===== src/rtl/fpmul_r16_pkg.sv =====
// Shared types and helpers for the radix-16 shift-add mantissa multiplier.
// Latency: n/a (declarations only). Backpressure: n/a.
// Optional leading-zero output is enabled with `FPMUL_R16_LZCNT_EN.
package fpmul_r16_pkg;

   typedef enum logic [1:0] {ST_IDLE, ST_RUN, ST_FIN} fpmul_r16_state_t;

   localparam int RADIX_BITS = 4;

   // Bits needed to hold a leading-zero count in the range 0..w inclusive.
   function automatic int lzc_w(input int w);
      return $clog2(w + 1);
   endfunction

endpackage


===== src/rtl/fpmul_r16_lzc.sv =====
// Combinational leading-zero counter; an all-zero input reports W.
// Latency: 0 cycles (pure combinational). Backpressure: none.
// Instantiated by the multiplier only when `FPMUL_R16_LZCNT_EN is defined.
module fpmul_r16_lzc
   import fpmul_r16_pkg::*;
#(
   parameter int W  = 224,
   parameter int CW = lzc_w(W)
) (
   input  logic [W-1:0]  v,
   output logic [CW-1:0] cnt
);

   logic found;

   always_comb begin
      cnt   = CW'(W);
      found = 1'b0;
      for (int i = W - 1; i >= 0; i--) begin
         if (!found && v[i]) begin
            cnt   = CW'(W - 1 - i);
            found = 1'b1;
         end
      end
   end

endmodule


===== src/rtl/fpmulr16_seq.sv =====
// Radix-16 iterative unsigned multiplier: retires 4 multiplier bits per clock, 2*WID-bit product.
// Latency: WID/4 RUN cycles plus one FIN cycle; ld restarts at any time. No backpressure.
// `FPMUL_R16_LZCNT_EN adds a leading-zero count of the product, presented with done.
module fpmulr16_seq
   import fpmul_r16_pkg::*;
#(
   parameter int WID = 112
) (
   input  logic             clk,
   input  logic             rst_n,
   input  logic             ld,
   input  logic [WID-1:0]   a,
   input  logic [WID-1:0]   b,
   output logic [2*WID-1:0] p,
   output logic             done,
   output logic             busy,
   output logic [7:0]       lzcnt
);

   localparam int STEPS = WID / RADIX_BITS;
   localparam int CNTW  = (STEPS > 1) ? $clog2(STEPS) : 1;

   if ((WID % RADIX_BITS) != 0 || WID > 127 || WID < RADIX_BITS) begin : g_bad_wid
      $fatal(1, "fpmulr16_seq: WID=%0d must be a multiple of 4 in 4..124", WID);
   end

   fpmul_r16_state_t   state;
   logic [2*WID-1:0]   prod;
   logic [WID-1:0]     a_r;
   logic [CNTW-1:0]    cnt;

   logic [3:0]         d;
   logic [WID+3:0]     ext_a;
   logic [WID+3:0]     pp;
   logic [WID+3:0]     sum;
   logic [2*WID-1:0]   prod_nxt;
   logic [7:0]         lz_nxt;

   assign d     = prod[3:0];
   assign ext_a = {4'b0000, a_r};

   // a_r*d as four conditionally shifted copies of a_r.
   always_comb begin
      pp = '0;
      for (int i = 0; i < RADIX_BITS; i++) begin
         if (d[i]) pp = pp + (ext_a << i);
      end
   end

   assign sum = {4'b0000, prod[2*WID-1:WID]} + pp;

   if (WID > RADIX_BITS) begin : g_shift
      assign prod_nxt = {sum, prod[WID-1:RADIX_BITS]};
   end else begin : g_shift_min
      assign prod_nxt = sum;
   end

`ifdef FPMUL_R16_LZCNT_EN
   logic [lzc_w(2*WID)-1:0] lz_raw;

   fpmul_r16_lzc #(.W(2*WID)) u_lzc (
      .v   (prod_nxt),
      .cnt (lz_raw)
   );

   assign lz_nxt = 8'(lz_raw);
`else
   assign lz_nxt = 8'd0;
`endif

   assign p = prod;

   always_ff @(posedge clk) begin
      if (!rst_n) begin
         state <= ST_IDLE;
         prod  <= '0;
         a_r   <= '0;
         cnt   <= '0;
         done  <= 1'b0;
         busy  <= 1'b0;
         lzcnt <= 8'd0;
      end else if (ld) begin
         prod  <= {{WID{1'b0}}, b};
         a_r   <= a;
         cnt   <= CNTW'(STEPS - 1);
         state <= ST_RUN;
         busy  <= 1'b1;
         done  <= 1'b0;
      end else begin
         case (state)
            ST_RUN: begin
               prod <= prod_nxt;
               cnt  <= cnt - 1'b1;
               // Last step: the count is taken from the final product so it lines up with done.
               if (cnt == '0) begin
                  state <= ST_FIN;
                  done  <= 1'b1;
                  lzcnt <= lz_nxt;
               end
            end
            ST_FIN: begin
               state <= ST_IDLE;
               done  <= 1'b0;
               busy  <= 1'b0;
            end
            default: begin
               state <= ST_IDLE;
               done  <= 1'b0;
               busy  <= 1'b0;
            end
         endcase
      end
   end

endmodule


===== config.mk =====
export PLATFORM = sky130hd
export DESIGN_NAME = fpmulr16_seq
export DESIGN_NICKNAME = d
export VERILOG_FILES = /design/src/rtl/fpmul_r16_pkg.sv /design/src/rtl/fpmul_r16_lzc.sv /design/src/rtl/fpmulr16_seq.sv
export SDC_FILE = /design/constraint.sdc
export NUM_CORES = 2
export LEC_CHECK = 0
export CAP_MARGIN = 20
export CORE_AREA = 2 2 437 439
export CTS_BUF_LIST = sky130_fd_sc_hd__clkbuf_4 sky130_fd_sc_hd__clkbuf_8
export DETAILED_ROUTE_END_ITERATION = 6
export DIE_AREA = 0 0 439 441
export PLACE_DENSITY = 0.46
export SYNTH_ARGS = -nofsm -noshare
export SYNTH_HDL_FRONTEND = slang
export SYNTH_SLANG_ARGS = --single-unit

===== constraint.sdc =====
create_clock -name clk -period 10.8 [get_ports clk]
set_input_delay 1.08 -clock clk [delete_from_list [all_inputs] [get_ports clk]]
set_output_delay 1.08 -clock clk [all_outputs]
set_load 0.1 [all_outputs]

Word-level counts from Yosys, hierarchy flattened
Index checks and enable logic that the tools add are counted.
W data, S select, Z words.
- bits in registers: 344
- input port bits: 227
- logic and storage cells: 35
- $add $sub $neg: 5
- eq/ne operators: 3
- multiplexer cells: 13
- bitwise gates (word level): 2
- reduce and logical (&&, ||, !) cells: 4
- operators by type and width (cell ; count):
    $mux W116 ; 3
    $mux W112 ; 3
    $add A112 B116 Y116 ; 1
    $add A116 B114 Y116 ; 1
    $add A116 B115 Y116 ; 1
    $add A112 B113 Y114 ; 1
    $mux W5 ; 2
    $logic_not A5 Y1 ; 1
    $mux W1 ; 5
    $sub A5 B1 Y5 const B ; 1
    $ne A3 B3 Y1 const B ; 1
    $reduce_or A3 Y1 ; 1
    $eq A2 B1 Y1 const B ; 1
    $ne A2 B2 Y1 const B ; 1
    $not A1 Y1 ; 2
    $reduce_bool A2 Y1 ; 1
    $reduce_or A2 Y1 ; 1

Logic depth before layout (Yosys ltp)
- depth after elaboration: 10
- depth in mapped cells: 66
- mapped depth without buffers: 57

Least setup slack after synthesis
OpenSTA, ideal clock, no wires.
- kind: reg-to-reg
- from: register prod[0], in the netlist p[0]
- to: register prod[222], in the netlist p[222]
- arrival time: 12.615 ns
- slack: -1.933 ns
- cell stages (with the launch flop): 58
- path through: dfxtp_1 > buf_6 > buf_6 > buf_4 > buf_2 > clkbuf_1 > clkbuf_1 > and2_1 > ha_1 > inv_1 > o31ai_1 > maj3_1 > a22oi_2 > a21oi_1 > or2_2 > a31oi_1 > nor2_1 > nor2_1 > (+22 left out) > nor2_1 > nor2_1 > xor2_1 > a21oi_1 > ha_1 > and3_1 > nand4_1 > nor3_1 > nand2_1 > or4_1 > o21a_1 > o21ai_1 > o21a_1 > and4_1 > o221a_2 > nand3_1 > xnor2_1 > a22o_1
- cells in the longest elaborated chain, start to end: 8
- ends and longest elaborated chain (item ; RTL line ; text):
    start, declared ; fpmulr16_seq.sv:28 ; logic [2*WID-1:0] prod;
    start signal, assigned ; fpmulr16_seq.sv:83 ; prod <= {{WID{1'b0}}, b};
    start signal, assigned ; fpmulr16_seq.sv:92 ; prod <= prod_nxt;
    $mux W112 (*) ; fpmulr16_seq.sv:46 ; if (d[i]) pp = pp + (ext_a << i);
    $add A112 B113 Y114 ; fpmulr16_seq.sv:46 ;
    $mux W116 (*) ; fpmulr16_seq.sv:46 ;
    $add A116 B114 Y116 ; fpmulr16_seq.sv:46 ;
    $mux W116 (*) ; fpmulr16_seq.sv:46 ;
    $add A116 B115 Y116 ; fpmulr16_seq.sv:46 ;
    $mux W116 (*) ; fpmulr16_seq.sv:46 ;
    $add A112 B116 Y116 (*) ; fpmulr16_seq.sv:50 ; assign sum = {4'b0000, prod[2*WID-1:WID]} + pp;
Mark *: on every way between the ends. The rest lies on a longest branch, timed or not.
A chain may end at the register's enable or synchronous reset.

Worst setup path in the final report
Same ends and word-level chain as after synthesis.

==> results by group <==
Status
  • Status: finished with violations
  • Failing checks: setup timing

Min path
  • Hold EP: p[142]
  • Worst min path class: reg2reg
  • Hold_sp: p[142]
  • Hold path depth: 2

Power
  • Leak: roughly 33 nW
  • Overall power: 0.00570 W
  • Power share of the clock group: 30.7%
  • PD cells: 77.0 mW/mm^2
  • Switching power: 0.00232 W
  • Sw Share: 40.7%
  • Int Pwr: 0.00338 W
  • Register share of total power: 25.1%
  • VDD IR max: 0.000107 V
  • Comb pwr share: 44.2%

Cells and area
  • Most frequent cells in the layout: buf_4, nand2_1, a21oi_1
  • Nets: about 9600
  • Share of layout cells above drive strength 1: 33.1%
  • Area grow syn2layout: 57.8%
  • FILL cells: 19800
  • Commonest non-fill, non-tap cell in the layout: buf_4
  • Final core occ: 39.1%

STA
  • Final worst setup slack: -0.163 ns
  • RSZ-0062 raised after global routing: yes
  • Worst Max-Slew Pin Slew: between 1 and 1.5 ns
  • Worst Hold Slack: 0.476 ns
  • Hold Violations, Final: 0
  • Tcrit/Tclk final: 102%
  • Setup TNS: -0.567 ns
  • Slew Limit Headroom: between 20 and 25%
  • Post-route minimum period: 10.96 ns
  • Fin. max-slew vios: 0
  • Skew final: 0.0747 ns
  • Final setup viols: 7
  • Fmax: 91.2 MHz

Placement
  • Hpwl dp: 196000 um
  • Routability cong.: 0.959
  • Port bufs: about 450

Setup path
  • Critical path startpoint category: flip-flop
  • Worst Path Class, Setup: reg2reg
  • R2r setup slk: -0.16 ns
  • Crit path DAT: 11.71 ns
  • Largest delay share family, worst path: simple AND/OR/NAND/NOR gates
  • R2R Path Start: p[0]
  • Slowest CP cell: or4_4
  • WP buf/inv: 6
  • Critical Path RT: between 10 and 15 ns
  • Worst reg2reg endpoint: p[222]
  • CP max stage delay: 0.53 ns
  • Worst Reg2Reg Path Length in Cells: 54
  • CP endpoint kind: flip-flop
  • Critical path fanouts, max: 6

Routing
  • Number of DRC markers in iteration 0: roughly 4400
  • Total wire length: 242000 um
  • Initial DRT Pass Iterations: 5
  • Post-DR vias/cell: 5.06
  • DRC viols: 0
  • Routed WL per cell: 21.0 um
  • Routed via count: 58400
  • Final antenna-violating net count: 0

Clocking
  • Clk_lat worst skew: 0.86 ns
  • H-Tree Depth: 3
  • CTS tree: built
  • Clock-pin slew on the worst setup and hold paths: approximately 0.070 ns
  • Root Driver: clkbuf_8
  • Post-CTS Hold Fix Bufs: 0
  • TritonCTS Buffers: 78
  • Max clock buf depth: 3
  • TritonCTS Sinks: 344

Logic synthesis
  • Main synth FF type: dfxtp_1
  • Dominant cells by area after synthesis: dfxtp_1, ha_1, a21oi_1, nand2_1, xnor2_1
  • Post-synth EDFFs: 0
  • Post-Syn Area: 0.0469 sq mm
  • Mapped Avg Cell Area: between 6 and 7 sq um
  • Cells after Synth: 6792
  • Seq/Total Area, Yosys: roughly 15%
  • Post-synthesis register bit count: 344
  • Synth top area share: 14.7%
  • Cell taking the most area after synthesis: dfxtp_1
  • FFs w/ async S/R, synth: 0%
  • Count of different cell masters after synthesis: 111
  • Yosys warns: 0

GRT
  • Met3 Track Usage GR: roughly 4%
  • Largest net degree at the start of global routing: between 100 and 150
  • Grt ovf: 0
  • Vias in the first global route: 55800
  • Met1 global-route usage: 34.4%
  • Antenna violations before repair: 8
  • Global-route wire length before repair: around 350000 um
  • Most Crowded Layer GR: met2
  • M2 GR Usage: 35.3%
  • Global-route usage over all layers: 23.8%

Floorplan
  • I/O Pins: around 460
  • # rows: 160
  • Die width: 439 um
  • Die span in y: 441 um
  • Core area: 0.189 sq mm
  • Initial core utilization: roughly 25%
  • Full die area: 0.194 sq mm

Job
  • Max cap viols: 0
-- how the worst max path moves through the flow --
stage	startpoint	end	slack (ns)	cells after the start
6_report	p[0]	p[222]	-0.16	54
5_1_grt	p[0]	p[221]	-0.55	54
4_1_cts	p[0]	p[221]	-0.1	53
3_5_place_dp	p[0]	p[223]	-1.70	57
3_3_place_gp	p[0]	p[221]	-1.64	56
2_1_floorplan	p[0]	p[222]	-0.11	57
-- registers in the layout (all words and copies together), names as in the netlist --
register	flops
a_r	112
cnt	5
p	224
state	2
busy	1
-- synth_stat cells, drive strengths merged, types with 114 or more instances --
library cell / n
a21oi: 1013
dfxtp: 344
nand2: 1020
xnor2: 258
xor2: 194
clkbuf: 382
o21ai: 427
nor2: 413
inv: 192
mux2: 114
ha: 437
mux2i: 124
a21o: 212
nand4: 155
nor2b: 265
-- power groups by stage --
stage	Sequential [W]	Combinational (W)	Clock [W]
6_report	0.00143	0.00252	0.00175
2_1_floorplan	0.00167	0.00104	0
3_5_place_dp	0.00146	0.00233	0
4_1_cts	0.00143	0.00239	0.00182
5_1_grt	0.00144	0.00269	0.00186
3_3_place_gp	0.00146	0.00233	0
-- per-layer routing --
layer  part of all wire (%)  wire length [um]
met5                      0                 0
met4                    3.8              9100
met3                    6.0             14500
met2                     42            101000
met1                     49            118000
-- kinds of logic after synthesis --
| logic type | count (synthesis) | synth area share [%] |
|---|---|---|
| simple gates | 2381 | 24.0 |
| compound gates | 2294 | 30.2 |
| buf+inv | 639 | 5.33 |
| xor+xnor | 452 | 8.45 |
| fa+ha+maj | 443 | 11.9 |
| flops | 344 | 14.7 |
| mux | 238 | 5.39 |
| other cells | 1 | 0.00800 |
-- repair_timing --
item                                    CTS  global route
gates cloned                              0             0
endpoints found under the setup margin   51            57
buffers inserted                         47            89
pin swaps                                72           284
resized for setup                       273           512
hold endpoints to repair                  0             0
-- per-stage QoR --
step / instance area [sq um] / std cells / worst slack, ns
CTS: 71000 / 11400 / -0.0955
finish: 74000 / 11500 / -0.163
global route: 74000 / 11500 / -0.548
detailed placement: 67600 / 11300 / -1.70
floorplan: 47200 / 6799 / -0.107
global placement: 67600 / 11300 / -1.64
-- worst reg2reg max path, delay by kind of cell (launching register included) --
kind,cells,cell delay (ns)
simple gates,20,4.33
compound gates,18,3.09
fa+ha+maj,5,1.49
buf+inv,6,0.76
xor+xnor,4,0.56
flops,1,0.37
mux,1,0.31
-- layout make-up --
class	count	area [sq um]	area share [%]
Sequential cell	344	6900	9.33
Clock buffer	107	1390	1.87
Tap cell	2511	3140	4.25
Multi-Input combinational cell	5816	41200	55.7
Clock inverter	27	338	0.457
Timing Repair Buffer	2529	20300	27.4
Inverter	194	733	0.991
Antenna cell	3	7.51	0.0101
No activity file was read; power rests on OpenSTA's default activity.
